==> config.mk <==
export PLATFORM = sky130hd
export DESIGN_NAME = uart_tx_fifo
export DESIGN_NICKNAME = d
export VERILOG_FILES = /design/src/rtl/uart_tx_fifo.sv
export SDC_FILE = /design/constraint.sdc
export NUM_CORES = 1
export LEC_CHECK = 0
export BUFFER_PORTS_ARGS = -buffer_cell sky130_fd_sc_hd__buf_2
export CORE_MARGIN = 10
export CORE_UTILIZATION = 32
export DETAILED_ROUTE_END_ITERATION = 7
export MAX_ROUTING_LAYER = met4
export SYNTH_ARGS = -nofsm -noshare
export SYNTH_HDL_FRONTEND = slang
export SYNTH_SLANG_ARGS = --single-unit
export TNS_END_PERCENT = 20
==> constraint.sdc <==
create_clock -name clk -period 3.9 [get_ports clk]
set_input_delay 0 -clock clk [delete_from_list [all_inputs] [get_ports clk]]
set_output_delay 0 -clock clk [all_outputs]
set_load 0.02 [all_outputs]
==> src/rtl/uart_tx_fifo.sv <==
// Transmit-side byte FIFO feeding the UART transmit engine through a load/txrdy handshake.
// Firmware bursts bytes in at full clock rate; the FSM releases one per completed engine cycle.
module uart_tx_fifo #(
  parameter int DEPTH = 16,
  parameter int AW    = 4
) (
  input  logic          clk,
  input  logic          reset,
  input  logic          wr_en,
  input  logic [7:0]    wr_data,
  input  logic          txrdy,
  output logic          load,
  output logic [7:0]    tx_data,
  output logic          empty,
  output logic          full,
  output logic [AW:0]   count,
  output logic          ovf,
  input  logic          clr_ovf
);

  typedef enum logic [1:0] {
    IDLE,
    LOAD,
    WAIT_LO,
    WAIT_HI
  } state_e;

  localparam logic [AW:0] FULL_CNT = (AW+1)'(DEPTH);

  state_e        state_q, state_d;
  logic [7:0]    mem_q [DEPTH];
  logic [AW-1:0] wp_q, rp_q;
  logic [AW:0]   count_q;
  logic          ovf_q;
  logic [7:0]    tx_data_q;
  logic          pop;
  logic          push;
  logic          drop;

  assign empty   = (count_q == '0);
  assign full    = (count_q == FULL_CNT);
  assign count   = count_q;
  assign ovf     = ovf_q;
  assign tx_data = tx_data_q;

  // A write into a full FIFO still lands if a byte leaves on the same edge.
  assign push = wr_en & (~full | pop);
  assign drop = wr_en & full & ~pop;

  // NOTE: every output of this block is given a default before the case, so no path leaves one unassigned and no latch is inferred.
  always_comb begin
    state_d = state_q;
    pop     = 1'b0;
    load    = 1'b0;
    case (state_q)
      IDLE: begin
        if (!empty && txrdy) begin
          pop     = 1'b1;
          state_d = LOAD;
        end
      end
      LOAD: begin
        load    = 1'b1;
        state_d = WAIT_LO;
      end
      // The engine may keep txrdy high for a few cycles after load; wait for it to actually go busy.
      WAIT_LO: if (!txrdy) state_d = WAIT_HI;
      WAIT_HI: if (txrdy)  state_d = IDLE;
      default: state_d = IDLE;
    endcase
  end

  // NOTE: sequential state uses non-blocking assignments so every register samples pre-edge values, independent of statement order.
  always_ff @(posedge clk or negedge reset) begin
    if (!reset) begin
      state_q   <= IDLE;
      wp_q      <= '0;
      rp_q      <= '0;
      count_q   <= '0;
      ovf_q     <= 1'b0;
      tx_data_q <= 8'h00;
    end else begin
      state_q <= state_d;
      if (push) wp_q <= wp_q + AW'(1);
      if (pop) begin
        rp_q      <= rp_q + AW'(1);
        tx_data_q <= mem_q[rp_q];
      end
      case ({push, pop})
        2'b10:   count_q <= count_q + (AW+1)'(1);
        2'b01:   count_q <= count_q - (AW+1)'(1);
        default: count_q <= count_q;
      endcase
      if (drop)         ovf_q <= 1'b1;
      else if (clr_ovf) ovf_q <= 1'b0;
    end
  end

  // NOTE: the storage array has no reset; count and pointers already mark its contents invalid, and a resettable array would cost a flop per bit.
  always_ff @(posedge clk) begin
    if (push) mem_q[wp_q] <= wr_data;
  end

endmodule

* Word-level counts from Yosys, hierarchy flattened
Memory sizes are Yosys's and may differ from the RTL's. A register that Yosys moved wholly into a read port is not among the register bits.
Cells that the tools add are included.
** Cells by class
- Bitwise logic cells :: 6
- Multipliers :: 0
- Shift-type cells :: 0
- Multiplexer cells :: 12
- $lt $le $gt $ge :: 0
- Equal/unequal tests :: 9
- Add/sub/neg operators :: 4
- Div/mod/pow operators :: 0
- Reductions and logical operators :: 8
** Operators with widths (count)
- one-hot mux 5 bit (2 select lines) :: 1
- adder 4 x 1 -> 4 bit, second input constant :: 2
- one-hot mux 2 bit (4 select lines) :: 1
- 2-to-1 mux 1 bit :: 7
- == test 2 bit, second input constant :: 3
- 2-to-1 mux 2 bit :: 3
- != test 2 bit, second input constant :: 3
- adder 5 x 1 -> 5 bit, second input constant :: 1
- == test 5 bit, second input constant :: 1
- zero test 5 bit :: 1
- subtractor 5 x 1 -> 5 bit, second input constant :: 1
- == test 2 x 1 -> 1 bit, second input constant :: 2
- nonzero test 2 bit :: 2
- AND 1 bit :: 3
- AND reduction 3 bit :: 1
- zero test 1 bit :: 2
- zero test 2 bit :: 1
- inverter 1 bit :: 2
- logical AND 1 bit :: 1
- bitwise OR 1 bit :: 1
** Word-level totals
- Memories kept :: 1
- Latch bits :: 0
- Input port bits :: 13
- Bits in read-only memories :: 0
- RAM bits :: 128
- Flip-flop bits (word level) :: 16
** Memories
- mem_q :: words 16, width 8, read ports 1, clocked after memory_dff 1, write ports 1, line 31 : logic [7:0] mem_q [DEPTH];

* Longest topological paths before layout
Gate-level depths: netlist of run 1.
- Depth in word-level cells :: 9
- Gate-level depth with buffers :: 11
- Depth with buffers taken out :: 11

* Least setup slack after synthesis of run 1
OpenSTA, ideal clock, no wires.
- Path kind :: register to register
- Start :: reg count_q[0], in the netlist count[0]
- End :: reg count_q[4], in the netlist count[4]
- Arrival :: 2.424 ns
- Path slack :: 1.360 ns
- Period minus slack after synthesis :: 2.540 ns
- Stages on the path, launching flop included :: 10
- Cells stage by stage :: dfrtp_1 -> nor4_4 -> a21o_1 -> nor2_1 -> xor2_1 -> ha_1 -> o31ai_1 -> a221oi_1 -> nor2_1 -> o311ai_0
** Between the ends
- Word-level cells in the longest chain between the ends :: 9
- Elaborated cells on any way between the ends :: 15
** Ends and longest elaborated chain
- start, declared :: line 33 : logic [AW:0] count_q;
- start signal, assigned :: line 90 : 2'b10: count_q <= count_q + (AW+1)'(1);
- start signal, assigned :: line 91 : 2'b01: count_q <= count_q - (AW+1)'(1);
- start signal, assigned :: line 92 : default: count_q <= count_q;
- zero test 5 bit :: line 40 : assign empty = (count_q == '0);
- zero test 1 bit :: line 57 : if (!empty && txrdy) begin
- logical AND 1 bit :: line 57
- 2-to-1 mux 1 bit :: line 57
- 2-to-1 mux 1 bit :: line 55 : case (state_q)
- bitwise OR 1 bit :: line 47 : assign push = wr_en & (~full | pop);
- AND 1 bit :: line 47
- == test 2 x 1 -> 1 bit / == test 2 bit (equally long branches) :: line 89 : case ({push, pop})
- one-hot mux 5 bit (2 select lines) / nonzero test 2 bit (equally long branches)
Several ways; a longest one is shown, not always the timed one.
A chain may end at the register's enable or synchronous reset.

* Final worst setup path of run 1
- Start :: reg state_q[0]
- End :: reg count_q[4], in the netlist count[4]
** Between the ends
- Word-level cells in the longest chain between the ends :: 6
- Elaborated cells on any way between the ends :: 8
** Ends and longest elaborated chain
- start, declared :: line 30 : state_e state_q, state_d;
- start signal, assigned :: line 83 : state_q <= state_d;
- zero test 2 bit (*) :: line 55
- 2-to-1 mux 1 bit (*) :: line 55
- bitwise OR 1 bit :: line 47
- AND 1 bit :: line 47
- == test 2 x 1 -> 1 bit / == test 2 bit (equally long branches) :: line 89
- one-hot mux 5 bit (2 select lines) / nonzero test 2 bit (equally long branches)
Mark *: on every way between the ends. The rest lies on a longest branch, timed or not.

==> results of run 1 <==
==> logic make-up after synthesis <==
group	after synthesis
flip-flops	152
AND/OR/NAND/NOR	59
adder cells (fa/ha/maj)	12
multiplexers	52
AO/OA/AOI/OAI	25
XOR/XNOR	9
buffers and inverters	24
==> final cells by class <==
class	instances	area, um2	area share (%)
flip-flops and latches	152	4446	60.45
well taps	260	325.3	4.423
inverters	9	33.78	0.4593
multi-input cells	157	1669	22.69
repair buffers	49	325.3	4.423
clock buffers	17	425.4	5.784
clock inverters	15	130.1	1.769
==> cell usage after synthesis (all sizes together), types with 2 or more instances <==
master / number / area, um2
o211ai: 2 / 15.01
mux2i: 17 / 170.2
xor2: 2 / 17.52
nand3: 2 / 10.01
clkbuf: 6 / 23.77
mux2: 3 / 33.78
nand4: 2 / 12.51
nor2: 18 / 83.83
nand2: 24 / 90.09
mux4: 32 / 720.7
dfrtp: 24 / 600.6
nor3: 5 / 25.02
ha: 12 / 150.1
a21oi: 2 / 10.01
xnor2: 7 / 61.31
buf: 9 / 42.54
a31oi: 2 / 18.77
inv: 9 / 33.78
nand2b: 3 / 18.77
o221ai: 8 / 70.07
edfxtp: 128 / 3844
o21ai: 2 / 13.76
==> power by group <==
group          internal [W]  leakage [nW]  switching, W  total (W)
clock network      0.000876         0.261      0.000653    0.00153
registers           0.00202          1.45      0.000268    0.00229
logic              0.000636         0.821      0.000742    0.00138
==> final timing paths <==
| kind | startpoint | to | slack (ps) |
|---|---|---|---|
| setup / recovery | state_q[0] | count[4] | 1140 |
| max in group asynchronous | reset | rp_q[2] | 3360 |
| min in group asynchronous | reset | count[4] | 110 |
| hold / removal | wr_en | count[4] | 60 |
| hold reg to reg | tx_data[5] | tx_data[5] | 520 |
| setup reg to reg | state_q[0] | count[4] | 1140 |
==> per-stage QoR <==
stage	setup WS, ps	instances	util (%)	cell area, um2
2_1_floorplan	1360	333	-	6213
3_3_place_gp	1292	615	35.35	6679
3_5_place_dp	1192	615	35.35	6679
4_1_cts	1163	659	38.93	7355
5_1_grt	914.2	659	38.93	7355
6_report	1143	659	38.93	7355
==> critical path: cells and delay by family (launching register included) <==
| family | cells | cell delay (ps) |
|---|---|---|
| DFF | 1 | 410 |
| adders and majority gates | 2 | 480 |
| xor gates and xnor gates | 1 | 160 |
| and+or+nand+nor | 3 | 400 |
| buffers and inverters | 1 | 130 |
| AOI/OAI and AO/OA | 4 | 1080 |
==> layer usage <==
metal  wire length [um]  track usage, %  up-vias  part of all wire, %
met5                  0               -        -                    0
met4                144           2.864        0                  1.2
met3                494           3.408       14                  4.0
met1               5678           12.90     1607                   46
met2               6043           16.09       74                   49
li1                   -               -     1432                    -
==> repair_timing <==
item,in CTS,in global routing
endpoints found under the setup margin,0,0
hold buffers,12,0
hold endpoints to repair,151,0
==> sequential cells by signal (all words and copies together), names as in the netlist <==
signal   cells
wp_q         4
mem_q      128
rp_q         4
tx_data      8
ovf          1
state_q      2
count        5
==> metrics.md, run 1 <==
| Metric | Value |
|---|---|
| Worst-path clk slew | `60 ps` |
| Number of global-route vias before repair | `3393` |
| Worst Setup Path Type | `flip-flop to flip-flop` |
| TritonCTS clock tree | `built` |
| Global Route Usage Sum | `10.41%` |
| Synth Net Count | `358` |
| Status | `finished, final reports clean` |
| IO Pins | `30` |
| Final ANT Viol Nets | `0` |
| Total core area | `0.01889 mm2` |
| Synth Area in Simple Gates | `4.752%` |
| GR Overflow Total | `0` |
| DR WL/cell | `18.76 um` |
| Final wirelength | `12360 um` |
| FF+latch count, synth | `152` |
| Crit-path max cell delay | `500 ps` |
| Relative slew slack | `26.13%` |
| Final min period | `2757 ps` |
| Die Span Y | `159.3 um` |
| Worst EP arrival | `3070 ps` |
| Seq/Total Area, Yosys | `71.53%` |
| Hold-critical path depth | `3` |
| Clk_lat worst skew | `420 ps` |
| Setup_tns | `0 ps` |
| Synth Area in Adders | `2.416%` |
| Hold Path Class | `input port to flip-flop` |
| F_max | `362.8 MHz` |
| Final Hold Fails | `0` |
| Post-route clock skew | `14.07 ps` |
| Min Hold Slack | `57.47 ps` |
| Routed vias | `3127` |
| Post-synth EDFFs | `128` |
| Compound-cell area share of the yosys netlist | `3.544%` |
| Worst endpoint required time | `4210 ps` |
| Die area | `0.02539 mm2` |
| Layout cells sized above 1 | `27.07%` |
| Post-synthesis instance total | `333` |
| Final period util | `70.68%` |
| Mux cell area share after synthesis | `14.88%` |
| DRC | `0` |
| CTS max path bufs | `2` |
| Power Density | `706.6 mW/mm2` |
| Die X | `159.3 um` |
| Endpoints failing setup | `0` |
| RSZ-0062 raised after global routing | `false` |
| Post-CTS Setup Bufs | `0` |
| CP Cell Sequence | `inv_1, ha_1, nand2_1, a21o_1, nor2_1, xor2_1, ha_1, o31ai_1, a221oi_1, nor2_1, o311ai_0` |
| CTS resizes | `0` |
| Combinational family with the most area after synthesis | `multiplexers` |
| Most frequent cells in the layout | `edfxtp_1, mux4_2, buf_2` |
| Nets | `411` |
| XOR/XNOR Fraction of Synth Area | `1.269%` |
| Root Buffer | `clkbuf_16` |
| FF-to-FF path depth | `11` |
| Yosys warning total | `0` |
| Port Buffers | `29` |
| Vias/cell | `4.745` |
| Fill cells | `1737` |
| Final HPWL DP | `8127 um` |
| Slew @ Worst Pin | `1108 ps` |
| Commonest non-fill, non-tap cell in the layout | `edfxtp_1` |
| Slowest CP cell | `a221oi_1` |
| Number of H-tree levels | `4` |
| Total power draw | `0.005197 W` |
| Antenna diodes | `0` |
| Syn Area/Cell | `18.66 um2` |
| Synth async-reset ratio | `15.79%` |
| Initial core utilization | `32.89%` |
| Static Leakage | `2.532 nW` |
| Number of detailed-route iterations in the first pass | `4` |
| Worst setup EP type | `flip-flop` |
| Starting DRC count in detailed routing | `254` |
| Num CTS Buffers | `17` |
| Pin count of the biggest net entering global routing | `34` |
| Final Max Slew Viols | `0` |
| Synth cell types | `42` |
| Cell Rows | `50` |
| Startpoint types | `flip-flop` |
| Peak VDD IR | `0.3395 mV` |
| First-pass GRT wire length | `20020 um` |
| Maximum capacitance violations | `0` |
| Area added between synthesis and finish | `18.36%` |
| CTS Sinks | `152` |
| Crit-path max FO | `5` |
| Main synth FF type | `edfxtp_1` |
| Mapped Area | `0.006213 mm2` |
| Antenna violations before repair | `0` |
| Global placement routability congestion | `0.8103` |
Power figures use the tool's default switching activity.
==> run 2, diff against run 1 <==
Settings changed: ABC_AREA set to 1.
Clock period 3.9 ns to 2.5 ns, I/O delays scaled along.
==> run 2 against run 1 <==
Maximum frequency grew 34%. Combinational power grew 120%. Via count up 28%. Utilization grew 0.076 points. Wire length rose by 15%. First-iteration DRC count rose by 9.8%. Area after synthesis increased by 2.0%. Non-clock buffer count grew 17. Critical path depth up 1. Sequential share of layout area is 1.9 points lower. Die area increased by 1.7%. Largest cell class unchanged. Largest power group unchanged.
==> metrics.md, run 2 <==
| Metric | Value |
|---|---|
| Status | `finished, final reports clean` |
| Crit-path max FO | `7 (+2)` |
| First-pass GRT wire length | `22550 um (+13%)` |
| Crit path buffers/inverters | `1 (unchanged)` |
| Main synth FF type | `edfxtp_1` |
| Post-route clock skew | `8.015 ps (-6.056 ps)` |
| Most frequent cells in the layout | `edfxtp_1, nor2_1, o21ai_0` |
| Post-synthesis instance total | `491 (+47%)` |
| Post-synth top area share | `60.65% (-1.2 points)` |
| Maximum capacitance violations | `0 (unchanged)` |
| Final Max Slew Viols | `0 (unchanged)` |
| Worst EP arrival | `2380 ps (-690 ps)` |
| TritonCTS clock tree | `built` |
| Worst-path clk slew | `60 ps (about the same)` |
| CP Cell Sequence | `inv_1, ha_1, nand4_4, xor2_1, ha_1, o21bai_1, nand3_1, nand2_1, nand2_1, nand2_1, nand2_1, nand2_1` |
| Global Route Usage Sum | `11.54% (+1.1 points)` |
| Yosys warning total | `0 (unchanged)` |
| Root Buffer | `clkbuf_16` |
| RSZ-0062 raised after global routing | `false` |
| Final HPWL DP | `9191 um (+13%)` |
| Number of detailed-route iterations in the first pass | `5 (+1)` |
| Endpoints failing setup | `0 (unchanged)` |
| Clk_lat worst skew | `430 ps (about the same)` |
| Commonest non-fill, non-tap cell in the layout | `edfxtp_1` |
| Area added between synthesis and finish | `19.78%` |
| Top Family by Delay on Critical Path | `simple AND/OR/NAND/NOR gates` |
| IO Pins | `30 (unchanged)` |
| Vias/cell | `4.848 (+2.2%)` |
| Pin count of the biggest net entering global routing | `65 (+91%)` |
| Number of global-route vias before repair | `4092 (+21%)` |
| Peak VDD IR | `0.5209 mV (+53%)` |
| Port Buffers | `29 (unchanged)` |
| Total power draw | `0.009033 W (+74%)` |
| Final min period | `2063 ps (-693.3 ps)` |
| Largest area contributor in the netlist | `edfxtp_1` |
| Hold Path Class | `input port to async pin` |
| Die X | `160.7 um (+0.87%)` |
| Crit-path max cell delay | `400 ps (-100 ps)` |
| Relative slew slack | `58.76% (+33 points)` |
| Total core area | `0.01946 mm2 (+3.0%)` |
| Most frequent cell after synthesis | `edfxtp_1` |
| Worst endpoint required time | `2820 ps (-1390 ps)` |
| DRC | `0 (unchanged)` |
| Num CTS Buffers | `17 (unchanged)` |
| Cell Rows | `51 (+2.0%)` |
| Slew @ Worst Pin | `617.8 ps (-490.2 ps)` |
| Final ANT Viol Nets | `0 (unchanged)` |
| Static Leakage | `2.705 nW (+6.8%)` |
| Antenna diodes | `0 (unchanged)` |
| Post-synth EDFFs | `128 (unchanged)` |
| Initial core utilization | `32.56% (-0.33 points)` |
| Final period util | `82.53% (+12 points)` |
| Min Hold Slack | `101.1 ps (+43.67 ps)` |
| Die area | `0.02583 mm2 (+1.7%)` |
| F_max | `484.7 MHz (+34%)` |
| Mapped Area | `0.006337 mm2 (+2.0%)` |
| Die Span Y | `160.7 um (+0.87%)` |
| Post-synth top cells | `edfxtp_1, nor2_1, o21ai_0` |
| Final Hold Fails | `0 (unchanged)` |
| Worst Setup Path Type | `flip-flop to flip-flop` |
| Starting DRC count in detailed routing | `279 (+9.8%)` |
| Power Density | `1190 mW/mm2 (+68%)` |
| Post-CTS Setup Bufs | `0 (unchanged)` |
| Layout cells sized above 1 | `18.12% (-9.0 points)` |
| Syn Area/Cell | `12.91 um2 (-31%)` |
| Slowest CP cell | `dfrtp_1` |
| Worst setup EP type | `flip-flop` |
| Startpoint types | `flip-flop` |
| Setup_tns | `0 ps (unchanged)` |
| Fin worst setup slack | `436.8 ps (-706.7 ps)` |
| Antenna violations before repair | `0 (unchanged)` |
| GR Overflow Total | `0 (unchanged)` |
| Synth Net Count | `516 (+44%)` |
| Seq/Total Area, Yosys | `70.13% (-1.4 points)` |
| Worst slack at placement | `454.2 ps (-737.9 ps)` |
| Critical path's most frequent cell | `nand2_1` |
| Synth cell types | `30 (-29%)` |
| Flip-flop count of the largest register after layout | `128 (unchanged)` |
| FF+latch count, synth | `152 (unchanged)` |
| Global placement routability congestion | `0.8387 (+3.5%)` |
| Synth async-reset ratio | `15.79% (unchanged)` |
| Routed vias | `4014 (+28%)` |
| Final wirelength | `14210 um (+15%)` |
| CTS Sinks | `152 (unchanged)` |
| Nets | `575 (+40%)` |
| Number of H-tree levels | `4 (unchanged)` |
| CTS max path bufs | `2 (unchanged)` |
| Register bank with the most flops | `mem_q` |
| DR WL/cell | `17.16 um (-8.5%)` |
| Largest cells by area after synthesis | `edfxtp_1, dfrtp_1, nor2_1` |
run 2: cell types whose count changed after synthesis, sizes merged, moves of 11 or more:
cell and change:
mux4 -32, inv +14, o221ai +13, nor2 +67
nand3 +18, o22ai +11, mux2i -17, o21ai +70
run 2: layout make-up:
cell class	instances	area [um2]
timing repair buffer	66	467.9
tap	265	331.6
clock inverter	12	175.2
sequential	152	4446
inverter	24	90.09
clock buffer	20	436.7
fill	1826	11870
multi-input combinational	289	1644
run 2: logic make-up (layout without fill, tap and decap cells):
kind of cell | after synthesis | after routing | synth area share [%]
compound gates | 128 | 128 | 12.50
xor+xnor | 10 | 10 | 1.382
fa+ha+maj | 12 | 12 | 2.369
buf+inv | 50 | 122 | 3.929
flops | 152 | 152 | 70.13
simple gates | 139 | 139 | 9.694
run 2: per-stage QoR:
step | instances | util, % | instance area, um2
after floorplan | 491 | - | 6337
after global placement | 783 | 35.19 | 6849
after detailed placement | 783 | 35.19 | 6849
after CTS | 828 | 39.00 | 7591
after global routing | 828 | 39.00 | 7591
final | 828 | 39.00 | 7591
run 2: repair_timing:
action,4_1_cts,5_1_grt
hold buffers,13,0
endpoints found under the hold margin,156,0
resized for setup,0,0
run 2: path summary, 6_finish.rpt:
| path | endpoint | cells past startpoint | from | slack [ps] |
|---|---|---|---|---|
| min in group clk | wp_q[0] | 4 | wr_en | 420 |
| max in group asynchronous | rp_q[0] | 2 | reset | 2000 |
| max | count[4] | 12 | state_q[1] | 440 |
| min reg2reg | tx_data[4] | 1 | tx_data[4] | 500 |
| max reg2reg | count[4] | 12 | state_q[1] | 440 |
| min | tx_data[1] | 2 | reset | 100 |
run 2: where the power goes:
part	internal [W]	switching (W)
Sequential	0.00316	0.000237
Clock	0.00167	0.000978
Combinational	0.000988	0.00201
Total	0.00581	0.00322
run 2: routing by layer:
metal  global-route usage [%]  vias to the layer above  routed length (um)
met5                        -                        -                   0
met4                    4.839                        0                 316
met3                    2.837                       19                 668
met2                    18.65                       96                6977
met1                    13.53                     1980                6245
li1                         -                     1919                   -
==> run 3, diff against run 2 <==
Clock period 2.5 ns to 1.75 ns, I/O delays scaled along.
==> run 3 against run 2 <==
The run now ends with negative setup slack left. Maximum frequency up 14%. Largest power group is now combinational cells. Total power up 54%. Via count increased by 5.6%.
==> metrics.md, run 3 (synthesized netlist as in run 2, its figures left out) <==
| Metric | Value |
|---|---|
| IO Pins | `30 (unchanged)` |
| Slew @ Worst Pin | `625.9 ps (+8.159 ps)` |
| Peak VDD IR | `0.8000 mV (+54%)` |
| Worst EP arrival | `2120 ps (-260 ps)` |
| Port Buffers | `29 (unchanged)` |
| Final HPWL DP | `10320 um (+12%)` |
| Final period util | `103.0% (+20 points)` |
| Die Span Y | `160.7 um (unchanged)` |
| Crit-path max FO | `3 (-4)` |
| Flip-flop count of the largest register after layout | `128 (unchanged)` |
| Hold Path Class | `input port to flip-flop` |
| Area added between synthesis and finish | `28.51%` |
| F_max | `554.9 MHz (+14%)` |
| Starting DRC count in detailed routing | `375 (+34%)` |
| Number of H-tree levels | `4 (unchanged)` |
| Most frequent cells in the layout | `edfxtp_1, nor2_1, o21ai_0` |
| Initial core utilization | `32.56% (unchanged)` |
| Final min period | `1802 ps (-261.2 ps)` |
| Die X | `160.7 um (unchanged)` |
| Layout cells sized above 1 | `27.05% (+8.9 points)` |
| Status | `finished, violations left` |
| Vias/cell | `4.991 (+2.9%)` |
| Commonest non-fill, non-tap cell in the layout | `edfxtp_1` |
| Number of detailed-route iterations in the first pass | `7 (+2)` |
| CTS Sinks | `152 (unchanged)` |
| Nets | `596 (+3.7%)` |
| Startpoint types | `flip-flop` |
| Relative slew slack | `58.27% (-0.48 points)` |
| Die area | `0.02583 mm2 (unchanged)` |
| Power Density | `1705 mW/mm2 (+43%)` |
| Final wirelength | `15860 um (+12%)` |
| Final ANT Viol Nets | `0 (unchanged)` |
| Worst endpoint required time | `2070 ps (-750 ps)` |
| Post-route clock skew | `6.574 ps (-1.441 ps)` |
| GR Overflow Total | `0 (unchanged)` |
| Num CTS Buffers | `17 (unchanged)` |
| Worst Setup Path Type | `flip-flop to flip-flop` |
| RSZ-0062 raised after global routing | `true` |
| Routed vias | `4237 (+5.6%)` |
| DR WL/cell | `18.68 um (+8.9%)` |
| Global placement routability congestion | `0.8362 (-0.30%)` |
| Global Route Usage Sum | `12.82% (+1.3 points)` |
| Endpoints failing setup | `2 (+2)` |
| Failing checks | `negative setup slack` |
| DRC | `0 (unchanged)` |
| Design Area, Final | `0.008144 mm2 (+7.3%)` |
| Clk_lat worst skew | `420 ps (about the same)` |
| Fill cells | `1737 (-4.9%)` |
| Final Max Slew Viols | `0 (unchanged)` |
| Cell Rows | `51 (unchanged)` |
| TritonCTS clock tree | `built` |
| Dpl cell area | `0.007343 mm2 (+7.2%)` |
| Antenna violations before repair | `0 (unchanged)` |
| Static Leakage | `2.895 nW (+7.0%)` |
| Pin count of the biggest net entering global routing | `38 (-42%)` |
| Maximum capacitance violations | `0 (unchanged)` |
| CTS max path bufs | `2 (unchanged)` |
| Number of global-route vias before repair | `4352 (+6.4%)` |
| First-pass GRT wire length | `24920 um (+10%)` |
| Fin worst setup slack | `-51.97 ps (-488.8 ps)` |
| Final Hold Fails | `0 (unchanged)` |
| Register bank with the most flops | `mem_q` |
| Antenna diodes | `0 (unchanged)` |
| Root Buffer | `clkbuf_16` |
| Worst setup EP type | `flip-flop` |
| Total core area | `0.01946 mm2 (unchanged)` |
| Worst-path clk slew | `60 ps (about the same)` |
| Min Hold Slack | `13.13 ps (-88.01 ps)` |
| Setup_tns | `-54.18 ps (-54.18 ps)` |
-- run 3: metal layers --
layer | up-vias | share of wire [%] | global-route usage (%)
met5 | - | 0 | -
met4 | 0 | 2.0 | 4.549
met3 | 26 | 4.4 | 2.965
met2 | 129 | 51 | 20.84
met1 | 2125 | 43 | 15.38
li1 | 1957 | - | -
-- run 3: repair_timing --
item / CTS / global route
hold buffers: 7 / 0
endpoints found under the setup margin: 130 / 139
pin swaps: 4 / 4
gates resized for setup: 10 / 21
setup buffers: 0 / 3
gates cloned: 0 / 0
hold endpoints to repair: 59 / 0
-- run 3: worst max-delay path, stage by stage, from the launching register on --
cell,delay (ps)
dfrtp_1,390
inv_2,80
ha_4,160
nand4_4,130
xor2_2,180
ha_2,200
o21bai_4,180
nand3_2,90
nand2_1,50
nand2_1,70
nand2_1,60
nand2_1,60
nand2_1,50
-- run 3: path summary, 6_finish.rpt --
check / from / end / slack, ps / cells past startpoint
max in group asynchronous: reset / count[0] / 1170 / 2
worst max register to register: state_q[1] / count[4] / -50 / 12
worst min-delay path: wr_data[2] / mem_q[13][2] / 10 / 1
worst min register to register: tx_data[0] / tx_data[0] / 480 / 1
min in group asynchronous: reset / tx_data[6] / 130 / 2
worst max-delay path: state_q[1] / count[4] / -50 / 12
-- run 3: layout make-up --
| class | count | area [um2] | area share [%] |
|---|---|---|---|
| inverters | 24 | 95.09 | 1.168 |
| flip-flops and latches | 152 | 4447 | 54.60 |
| clock buffers | 19 | 432.9 | 5.316 |
| clock inverters | 13 | 135.1 | 1.659 |
| repair buffers | 87 | 862.1 | 10.59 |
| multi-input cells | 289 | 1841 | 22.60 |
| well taps | 265 | 331.6 | 4.071 |
-- run 3: where the power goes --
| group | leakage [nW] | switching (W) | internal (W) | total (W) |
|---|---|---|---|---|
| Clock | 0.276 | 0.00136 | 0.00220 | 0.00356 |
| Sequential | 1.44 | 0.000266 | 0.00452 | 0.00478 |
| Combinational | 1.18 | 0.00341 | 0.00214 | 0.00555 |
| Total | 2.90 | 0.00503 | 0.00885 | 0.0139 |
-- run 3: stage by stage --
step / utilization (%) / power [W] / setup slack (ps) / cells
floorplan: - / 0.008000 / -37.21 / 491
CTS: 41.31 / 0.01377 / -66.72 / 846
finish: 41.85 / 0.01389 / -51.97 / 849
detailed placement: 37.73 / 0.01005 / -112.0 / 807
global route: 41.85 / 0.01462 / -162.9 / 849
global placement: 37.73 / 0.009892 / -14.80 / 807
